--- src/rtl/mem_loader_pkg.sv ---
// Shared state encoding and default geometry for the memory preload stage.
package mem_loader_pkg;

    localparam int DEFAULT_ADDR_W = 8;
    localparam int DEFAULT_DEPTH  = 256;
    localparam int DATA_W         = 16;

    typedef enum logic [2:0] {
        ST_IDLE  = 3'd0,
        ST_LOW   = 3'd1,
        ST_HIGH  = 3'd2,
        ST_WRITE = 3'd3,
        ST_DONE  = 3'd4
    } state_e;

endpackage

--- src/rtl/mem_loader_if.sv ---
// Byte-stream input and memory write bus of the loader; master is the loader side.
interface mem_loader_if
    import mem_loader_pkg::*;
#(
    parameter int ADDR_W = DEFAULT_ADDR_W
) ();

    logic [7:0]        byte_in;
    logic              byte_valid;
    logic              byte_ready;
    logic [ADDR_W-1:0] mem_addr;
    logic [DATA_W-1:0] mem_din;
    logic              mem_en;

    modport master (
        input  byte_in, byte_valid,
        output byte_ready, mem_addr, mem_din, mem_en
    );

    modport slave (
        output byte_in, byte_valid,
        input  byte_ready, mem_addr, mem_din, mem_en
    );

endinterface

--- src/rtl/mem_loader.sv ---
// Packs a little-endian byte stream into 16-bit words and writes them to
// consecutive memory addresses starting at START_ADDR.
module mem_loader
    import mem_loader_pkg::*;
#(
    parameter int ADDR_W     = DEFAULT_ADDR_W,
    parameter int DEPTH      = DEFAULT_DEPTH,
    parameter int START_ADDR = 0
) (
    input  logic              clk,
    input  logic              rst_n,
    input  logic              start_i,
    input  logic              stop_i,
    mem_loader_if.master      bus,
    output logic              busy_o,
    output logic              done_o,
    output logic [ADDR_W:0]   word_count_o
);

    localparam logic [ADDR_W-1:0] FIRST_ADDR = ADDR_W'(START_ADDR);
    localparam logic [ADDR_W-1:0] LAST_ADDR  = ADDR_W'(DEPTH - 1);

    state_e            state_q, state_d;
    logic [ADDR_W-1:0] addr_q, addr_d;
    logic [DATA_W-1:0] din_q, din_d;
    logic [7:0]        lo_q, lo_d;
    logic              stop_pending_q, stop_pending_d;
    logic [ADDR_W:0]   count_q, count_d;
    logic              ready;
    logic              xfer;

    always_ff @(posedge clk or negedge rst_n) begin
        if (!rst_n) begin
            state_q        <= ST_IDLE;
            addr_q         <= '0;
            din_q          <= '0;
            lo_q           <= '0;
            stop_pending_q <= 1'b0;
            count_q        <= '0;
        end else begin
            state_q        <= state_d;
            addr_q         <= addr_d;
            din_q          <= din_d;
            lo_q           <= lo_d;
            stop_pending_q <= stop_pending_d;
            count_q        <= count_d;
        end
    end

    // stop has priority over a byte transfer; ready drops while stop is high
    always_comb begin
        state_d        = state_q;
        addr_d         = addr_q;
        din_d          = din_q;
        lo_d           = lo_q;
        stop_pending_d = stop_pending_q;
        count_d        = count_q;
        ready          = ((state_q == ST_LOW) || (state_q == ST_HIGH)) && !stop_i;
        xfer           = bus.byte_valid && ready;

        case (state_q)
            ST_IDLE, ST_DONE: begin
                if (start_i) begin
                    state_d        = ST_LOW;
                    addr_d         = FIRST_ADDR;
                    count_d        = '0;
                    stop_pending_d = 1'b0;
                end
            end
            ST_LOW: begin
                if (stop_i) begin
                    state_d = ST_DONE;
                end else if (xfer) begin
                    lo_d    = bus.byte_in;
                    state_d = ST_HIGH;
                end
            end
            ST_HIGH: begin
                if (stop_i) begin
                    din_d          = {8'h00, lo_q};
                    stop_pending_d = 1'b1;
                    state_d        = ST_WRITE;
                end else if (xfer) begin
                    din_d   = {bus.byte_in, lo_q};
                    state_d = ST_WRITE;
                end
            end
            ST_WRITE: begin
                count_d = count_q + 1'b1;
                addr_d  = addr_q + 1'b1;
                if (stop_i) begin
                    stop_pending_d = 1'b1;
                end
                if (stop_i || stop_pending_q || (addr_q == LAST_ADDR)) begin
                    state_d = ST_DONE;
                end else begin
                    state_d = ST_LOW;
                end
            end
            default: begin
                state_d = ST_IDLE;
            end
        endcase
    end

    assign bus.byte_ready = ready;
    assign bus.mem_addr   = addr_q;
    assign bus.mem_din    = din_q;
    assign bus.mem_en     = (state_q == ST_WRITE);
    assign busy_o         = (state_q == ST_LOW) || (state_q == ST_HIGH) || (state_q == ST_WRITE);
    assign done_o         = (state_q == ST_DONE);
    assign word_count_o   = count_q;

endmodule
--- src/flat_wrapper.sv ---
// flat-port wrapper written by rule: the top's interface ports become plain ports
module mem_loader_flat import mem_loader_pkg::*;
#(
    parameter int ADDR_W     = DEFAULT_ADDR_W,
    parameter int DEPTH      = DEFAULT_DEPTH,
    parameter int START_ADDR = 0
)
  (clk, rst_n, start_i, stop_i, busy_o, done_o, word_count_o, bus_byte_in, bus_byte_valid, bus_byte_ready, bus_mem_addr, bus_mem_din, bus_mem_en);
  mem_loader_if #(.ADDR_W(ADDR_W)) bus_i ();
  input  logic clk;
  input  logic rst_n;
  input  logic start_i;
  input  logic stop_i;
  output logic busy_o;
  output logic done_o;
  output logic [ADDR_W:0] word_count_o;
  input wire logic [$bits(bus_i.byte_in)-1:0] bus_byte_in;
  input wire logic [$bits(bus_i.byte_valid)-1:0] bus_byte_valid;
  output wire logic [$bits(bus_i.byte_ready)-1:0] bus_byte_ready;
  output wire logic [$bits(bus_i.mem_addr)-1:0] bus_mem_addr;
  output wire logic [$bits(bus_i.mem_din)-1:0] bus_mem_din;
  output wire logic [$bits(bus_i.mem_en)-1:0] bus_mem_en;
  assign bus_i.byte_in = bus_byte_in;
  assign bus_i.byte_valid = bus_byte_valid;
  assign bus_byte_ready = bus_i.byte_ready;
  assign bus_mem_addr = bus_i.mem_addr;
  assign bus_mem_din = bus_i.mem_din;
  assign bus_mem_en = bus_i.mem_en;
  mem_loader #(.ADDR_W(ADDR_W), .DEPTH(DEPTH), .START_ADDR(START_ADDR)) u_core (.clk(clk), .rst_n(rst_n), .start_i(start_i), .stop_i(stop_i), .bus(bus_i), .busy_o(busy_o), .done_o(done_o), .word_count_o(word_count_o));
endmodule
--- config.mk ---
export PLATFORM = sky130hd
export DESIGN_NAME = mem_loader_flat
export DESIGN_NICKNAME = d
export VERILOG_FILES = /design/src/rtl/mem_loader_pkg.sv /design/src/rtl/mem_loader_if.sv /design/src/rtl/mem_loader.sv /design/src/flat_wrapper.sv
export SDC_FILE = /design/constraint.sdc
export NUM_CORES = 1
export LEC_CHECK = 0
export CORE_MARGIN = 8
export CORE_UTILIZATION = 53
export DETAILED_ROUTE_END_ITERATION = 16
export GPL_TIMING_DRIVEN = 1
export MAX_ROUTING_LAYER = met4
export PLACE_DENSITY = 0.84
export SYNTH_ARGS = -nofsm -noshare
export SYNTH_HDL_FRONTEND = slang
export SYNTH_SLANG_ARGS = --single-unit
export TNS_END_PERCENT = 30
--- constraint.sdc ---
create_clock -name clk -period 3.9 [get_ports clk]
set_input_delay 0.585 -clock clk [delete_from_list [all_inputs] [get_ports clk]]
set_output_delay 0.585 -clock clk [all_outputs]
set_load 0.05 [all_outputs]
**After elaboration in Yosys (flattened, before gate mapping)**

Cells that the tools add are included.

- Output and inout bits: 37
- Register bits: 45
- Bits of input ports: 13

- Mux-type cells: 16
- Reduce and logical (&&, ||, !) cells: 18
- Equal/unequal tests: 9
- Bitwise logic cells: 1
- Add/sub/neg operators: 2

Operator list:

| operator | number |
|---|---|
| $mux W16 | 2 |
| $mux W3 | 6 |
| $pmux W9 S2 | 1 |
| $pmux W8 S2 | 1 |
| $pmux W3 S4 | 1 |
| $add A9 B1 Y9 const B | 1 |
| $mux W9 | 1 |
| $reduce_and A3 Y1 | 3 |
| $add A8 B1 Y8 const B | 1 |
| $eq A8 B8 Y1 const B | 1 |
| $mux W8 | 1 |
| $eq A3 B2 Y1 const B | 2 |
| $ne A3 B2 Y1 const B | 2 |
| $reduce_bool A2 Y1 | 3 |
| $logic_or A1 B1 Y1 | 4 |
| $reduce_and A2 Y1 | 2 |
| $reduce_or A2 Y1 | 2 |
| $eq A3 B1 Y1 const B | 1 |
| $eq A3 B3 Y1 const B | 1 |
| $logic_not A3 Y1 | 1 |
| $logic_and A1 B1 Y1 | 2 |
| $mux W1 | 2 |
| $ne A2 B1 Y1 const B | 1 |
| $ne A2 B2 Y1 const B | 1 |
| other kinds (3) | 3 |

**Longest topological paths before layout**

Gate-level depths: netlist (run 1).

- Depth in word-level cells: 7
- Gate-level depth with buffers: 6
- Mapped depth without buffers: 4

**Worst setup path before layout (run 1)**

Ideal clock, no wire load.

- Path type: input -> output
- From: in stop_i
- To: out bus_byte_ready
- Arrival: 1.835 ns
- Required time: 3.315 ns
- Path slack: 1.480 ns
- Cell stages on the path: 2
- Buffers on the path: 1
- Cells stage by stage: buf_2 > nor3_1

- Longest elaborated chain between the ends: 2

Ends and longest elaborated chain:

| item | line | RTL |
|---|---|---|
| start: declaration | flat_wrapper.sv:13 | `input logic stop_i;` |
| $logic_not A1 Y1 | mem_loader.sv:58 | `ready = ((state_q == ST_LOW) \|\| (state_q == ST_HIGH)) && !stop_i;` |
| $logic_and A1 B1 Y1 | mem_loader.sv:58 |  |
| end: declaration | flat_wrapper.sv:19 | `output wire logic [$bits(bus_i.byte_ready)-1:0] bus_byte_ready;` |

Every way passes these cells.

**Worst setup path in the final report (run 1)**

- From: reg u_core.state_q[2]
- To: out bus_mem_en

- Longest elaborated chain between the ends: 1

Ends and longest elaborated chain:

| item | line | RTL |
|---|---|---|
| start: declaration | mem_loader.sv:23 | `state_e state_q, state_d;` |
| start signal: assignment | mem_loader.sv:41 | `state_q <= state_d;` |
| $eq A3 B2 Y1 | mem_loader.sv:109 | `assign bus.mem_en = (state_q == ST_WRITE);` |
| end: declaration | flat_wrapper.sv:22 | `output wire logic [$bits(bus_i.mem_en)-1:0] bus_mem_en;` |

Every way passes these cells.

==> results of run 1 <==
sequential cells by signal (all words and copies together) (netlist names):
signal                 cells
u_core.bus.mem_addr        8
u_core.bus.mem_din        16
u_core.lo_q                8
u_core.state_q             3
u_core.stop_pending_q      1
u_core.word_count_o        9
logic make-up after synthesis:
logic type               share of synthesized area
AO/OA/AOI/OAI                               0.0994
multiplexers                                 0.170
adder cells (fa/ha/maj)                     0.0115
AND/OR/NAND/NOR                              0.159
buffers and inverters                       0.0437
flip-flops                                   0.517
stage by stage:
step	setup WS (ps)	power, uW	area [sq um]
after floorplan	1480	1590	2180
after global placement	1220	1890	2660
after detailed placement	1240	1930	2660
after CTS	1050	2350	2790
after global routing	954	2440	2790
final	1040	2330	2790
Yosys cell counts (all sizes together) (2+ instances only):
library cell  number  area share
and2b              3       0.010
o211ai             3       0.017
o311ai             2      0.0080
nand3b             3       0.016
o21ai              5       0.011
mux2i              5       0.023
a22o               2      0.0080
nor2b              8       0.026
a21oi              6       0.014
ha                 2       0.011
inv                5      0.0086
nor3               3      0.0069
buf                8       0.035
nand4              6       0.017
dfrtp             45        0.52
nand2b             4       0.011
nor2               8       0.014
and3               2      0.0057
a31oi              4       0.011
o41ai              2      0.0080
nand2              7       0.012
mux2              25        0.15
o31ai              4       0.014
nand3              7       0.018
worst paths after layout:
check	from	slack (ps)	to
setup reg to reg	u_core.state_q[1]	2290	u_core.bus.mem_addr[5]
min in group clk	u_core.word_count_o[8]	500	u_core.word_count_o[8]
hold reg to reg	u_core.word_count_o[8]	500	u_core.word_count_o[8]
max in group asynchronous	rst_n	2840	u_core.bus.mem_addr[7]
setup / recovery	u_core.state_q[2]	1040	bus_mem_en
hold / removal	rst_n	440	u_core.bus.mem_din[15]
where the power goes:
group          internal (uW)  switching (uW)  leakage (uW)
Combinational            442             683      0.000594
Sequential               630             159      0.000587
Clock                    255             164     0.0000681
area by class of cell:
class | count | area [sq um] | share of cell area
sequential | 45 | 1130 | 0.404
tap | 50 | 62.6 | 0.0224
timing repair buffer | 50 | 493 | 0.177
multi-input combinational | 119 | 956 | 0.343
clock inverter | 3 | 65.1 | 0.0233
clock buffer | 5 | 68.8 | 0.0247
inverter | 5 | 18.8 | 0.00673
routing by layer:
metal | share of wire | vias to the layer above | GRT usage
li1 | - | 748 | -
met1 | 0.45 | 758 | 0.189
met2 | 0.50 | 24 | 0.264
met3 | 0.032 | 9 | 0.0346
met4 | 0.023 | 0 | 0.0745
met5 | 0 | - | -
==> flow_summary.toml, run 1 <==
[cts]
htreeDepth = 2
cts_tree = "done"
cts_buffers = 5
cts-root-buf = "clkbuf_8"
clk_pin_slew_ps = 90
clk_path_buf_depth = 2
clock_sinks = 45
cts_hold_buf = 0
worstSkewPairLatency_ps = 310
postCtsSetupBuffers = 0
cts_resized = 0

[timing]
min_period_ps = 2860
hold_viol_final = 0
fmax_mhz = 350
fin_crit_sh = 0.732
worst_hold_slack_ps = 443
drv_slew = 0
setup_viol = 0
rsz0062_at_grt = "false"
worstMarginPinSlew_ps = 987
fin_worst_skew_ps = 12.5
fin_setup_tns_ps = 0
relSlewSlack = 0.342

[final_layout]
final_common_cell = "clkdlybuf4s50_1"
drive_above_1_share = 0.176
final_cell_mix = "48 x clkdlybuf4s50_1, 45 x dfrtp_1, 15 x mux2_2, 10 x mux2_4, 8 x nor2_1"
antenna_cells = 0
finalCoreUtilization = 0.703
fin_nets = 241
fin_cells = 277
area_growth_pct = 28.2
fillers = 296

[power]
peakVddDrop_v = 0.000509
power.density_nw_per_um2 = 836
p_leak_uw = 0.00125

[worst_setup_path]
cp.depth = 3
r2r_cells = 3
end_kind = "primary output"
crit_type = "reg -> out"
path_buf_inv = 2
slowest_stage = "clkdlybuf4s50_1"
path_cells = "nand3b_4 > inv_2 > clkdlybuf4s50_1"
critical_path_arrival_ps = 2270
cp_slowest_stage_delay_ps = 860
startpoint_type = "flop"
cp_top_family = "buffers and inverters"
worstPathRequired_ps = 3310
crit_path_max_fanout = 15

[synth]
synthArstFlopShare = 1.00
synth_nets = 192
synth_edf_count = 0
syn_inst = 177
synth.yosys.seq_area_share = 0.517
synth_seq_cells = 45
avgSynthCellArea_sq_um = 12.3
ys_warn_count = 0
ys.flop_type = "dfrtp_1"
synth_area_sq_um = 2180
yosysUniqueCellTypes = 40

[detailed_routing]
vias = 1539
wl_per_cell_um = 17.6
drt_wl_total_mm = 4.86
dr.pass1.iters = 4
drt.antenna.violating_nets = 0
viasPerCell = 5.56
drc_errors = 0
drt_iter0_drc = 124

[floorplan]
die_x_um = 80.1
placementRows = 23
core_sq_um = 3970
io-pin-count = 50
start_util = 0.548
dieArea_sq_um = 6410
die_y_um = 80.1

[worst_hold_path]
hp-class = "in -> async"

[grt]
grt_max_degree = 46
grt_pass1_vias = 1535
grt_antenna_before_repair = 0
gr-total-overflow = 0
grt_pass1_wl_mm = 7.88
grt_usage = 0.163

[status]
status = "complete, no violations"

[placed_design]
place_hpwl_mm = 3.48
dp_cells = 269
io_buffers = 49
gp_congestion = 0.809

[job]
drv_cap = 0
No activity file was read; power rests on OpenSTA's default activity.
==> run 2: changes to the inputs <==
--- a/config.mk
+++ b/config.mk
@@ -6,11 +6,11 @@
 export NUM_CORES = 1
 export LEC_CHECK = 0
 export CORE_MARGIN = 8
-export CORE_UTILIZATION = 53
+export CORE_UTILIZATION = 50
 export DETAILED_ROUTE_END_ITERATION = 16
 export GPL_TIMING_DRIVEN = 1
 export MAX_ROUTING_LAYER = met4
-export PLACE_DENSITY = 0.84
+export PLACE_DENSITY = 0.8
 export SYNTH_ARGS = -nofsm -noshare
 export SYNTH_HDL_FRONTEND = slang
 export SYNTH_SLANG_ARGS = --single-unit
==> constraint.sdc (replaced) <==
create_clock -name clk -period 2.8 [get_ports clk]
set_input_delay 0.42 -clock clk [delete_from_list [all_inputs] [get_ports clk]]
set_output_delay 0.42 -clock clk [all_outputs]
set_load 0.05 [all_outputs]
==> flow_summary.toml, run 2 (synthesis gave the netlist of run 1 again) <==
[status]
status = "complete, no violations"

[worst_setup_path]
cp_top_family = "buffers and inverters"
path_buf_inv = 2
crit_path_max_fanout = 15
slowest_stage = "clkdlybuf4s50_1"
r2r_cells = 4
worstPathRequired_ps = 2380
cp_slowest_stage_delay_ps = 860
r2r_start = "u_core.state_q[1]"
path_cells = "nand3b_4 > inv_2 > clkdlybuf4s50_1"
critical_path_arrival_ps = 2220
crit_type = "reg -> out"
r2r-end = "u_core.bus.mem_din[1]"
startpoint_type = "flop"
reg2reg_slack_ps = 1230
end_kind = "primary output"

[timing]
setup_viol = 0
fmax_mhz = 379
fin_crit_sh = 0.943
fin_worst_skew_ps = 4.84
fin_setup_tns_ps = 0
drv_slew = 0
worstMarginPinSlew_ps = 972
relSlewSlack = 0.352
rsz0062_at_grt = "false"
hold_viol_final = 0
min_period_ps = 2640

[placed_design]
dpl_cell_area_sq_um = 2680
io_buffers = 49
gp_congestion = 0.829
place_hpwl_mm = 3.30
dp_cells = 272

[cts]
cts_tree = "done"
worstSkewPairLatency_ps = 290
cts_resized = 0
cts_hold_buf = 0
htreeDepth = 2
clock_sinks = 45
postCtsSetupBuffers = 0
cts_buffers = 5
cts-root-buf = "clkbuf_8"
clk_path_buf_depth = 2
clk_pin_slew_ps = 80

[grt]
grt_pass1_wl_mm = 7.36
grt_usage = 0.146
gr-total-overflow = 0
grt_max_degree = 46
grt_pass1_vias = 1488
grt_antenna_before_repair = 0

[power]
peakVddDrop_v = 0.000674
p_clk_frac = 0.129
seq_power_share = 0.356
p_comb_frac = 0.515
switching_share = 0.444
power.density_nw_per_um2 = 1110
p_leak_uw = 0.00123
p_int_uw = 1700
netSwitchingPower_uw = 1360

[floorplan]
start_util = 0.511
core_sq_um = 4260
die_y_um = 82.0
die_x_um = 82.0
io-pin-count = 50
placementRows = 24
dieArea_sq_um = 6720

[detailed_routing]
drt_wl_total_mm = 4.57
dr.pass1.iters = 4
drt_iter0_drc = 114
dr_wl_met3_um = 176
vias = 1523
wl_met1_mm = 2.08
highest_layer = "met4"
viasPerCell = 5.46
drt.antenna.violating_nets = 0
met2_length_mm = 2.26
drc_errors = 0
wl_per_cell_um = 16.4

[final_layout]
fin_cells = 279
multi_input_area_sq_um = 956
fin_nets = 242
largest_reg_flops = 16
antenna_cells = 0
regArea_sq_um = 1130
fillers = 351
final_cell_mix = "47 x clkdlybuf4s50_1, 45 x dfrtp_1, 15 x mux2_2, 10 x mux2_4, 8 x nor2_1"
final_common_cell = "clkdlybuf4s50_1"
area_growth_pct = 26.9
drive_above_1_share = 0.176
final_cell_area_sq_um = 2760

[job]
drv_cap = 0

[worst_hold_path]
hp-class = "in -> async"
run 2: worst max-delay path by stage:
stage	slack [ps]	end	cells after the start	start
after floorplan	550	bus_byte_ready	4	u_core.state_q[0]
after global placement	530	bus_mem_en	3	u_core.state_q[2]
after detailed placement	500	bus_mem_en	3	u_core.state_q[2]
after CTS	160	bus_mem_en	3	u_core.state_q[2]
after global routing	80	bus_mem_en	3	u_core.state_q[2]
final	160	bus_mem_en	3	u_core.state_q[2]
run 2: layout make-up:
class,instances,share of cell area
timing repair buffer,51,0.185
tap,52,0.0236
inverter,5,0.00679
clock buffer,7,0.0312
multi-input combinational,119,0.346
sequential,45,0.408
run 2: routing by layer:
metal / GRT usage / up-vias
met5: - / -
li1: - / 745
met3: 0.0339 / 4
met1: 0.182 / 746
met4: 0.0526 / 0
met2: 0.227 / 28
run 2: power by group through the flow:
stage	Combinational [uW]	Sequential (uW)	Clock (uW)
after global routing	1650	1130	440
after CTS	1600	1090	413
after global placement	1570	1080	0
after detailed placement	1590	1100	0
final	1580	1090	395
after floorplan	678	1540	0
run 2: stage by stage:
| step | setup WS (ps) | util | hold slack, ps | total power (uW) |
|---|---|---|---|---|
| 2_1_floorplan | 549 | - | 124 | 2220 |
| 3_3_place_gp | 528 | 0.628 | 481 | 2650 |
| 3_5_place_dp | 495 | 0.628 | 484 | 2690 |
| 4_1_cts | 160 | 0.648 | 323 | 3100 |
| 5_1_grt | 75.4 | 0.648 | 376 | 3220 |
| 6_report | 159 | 0.648 | 282 | 3060 |
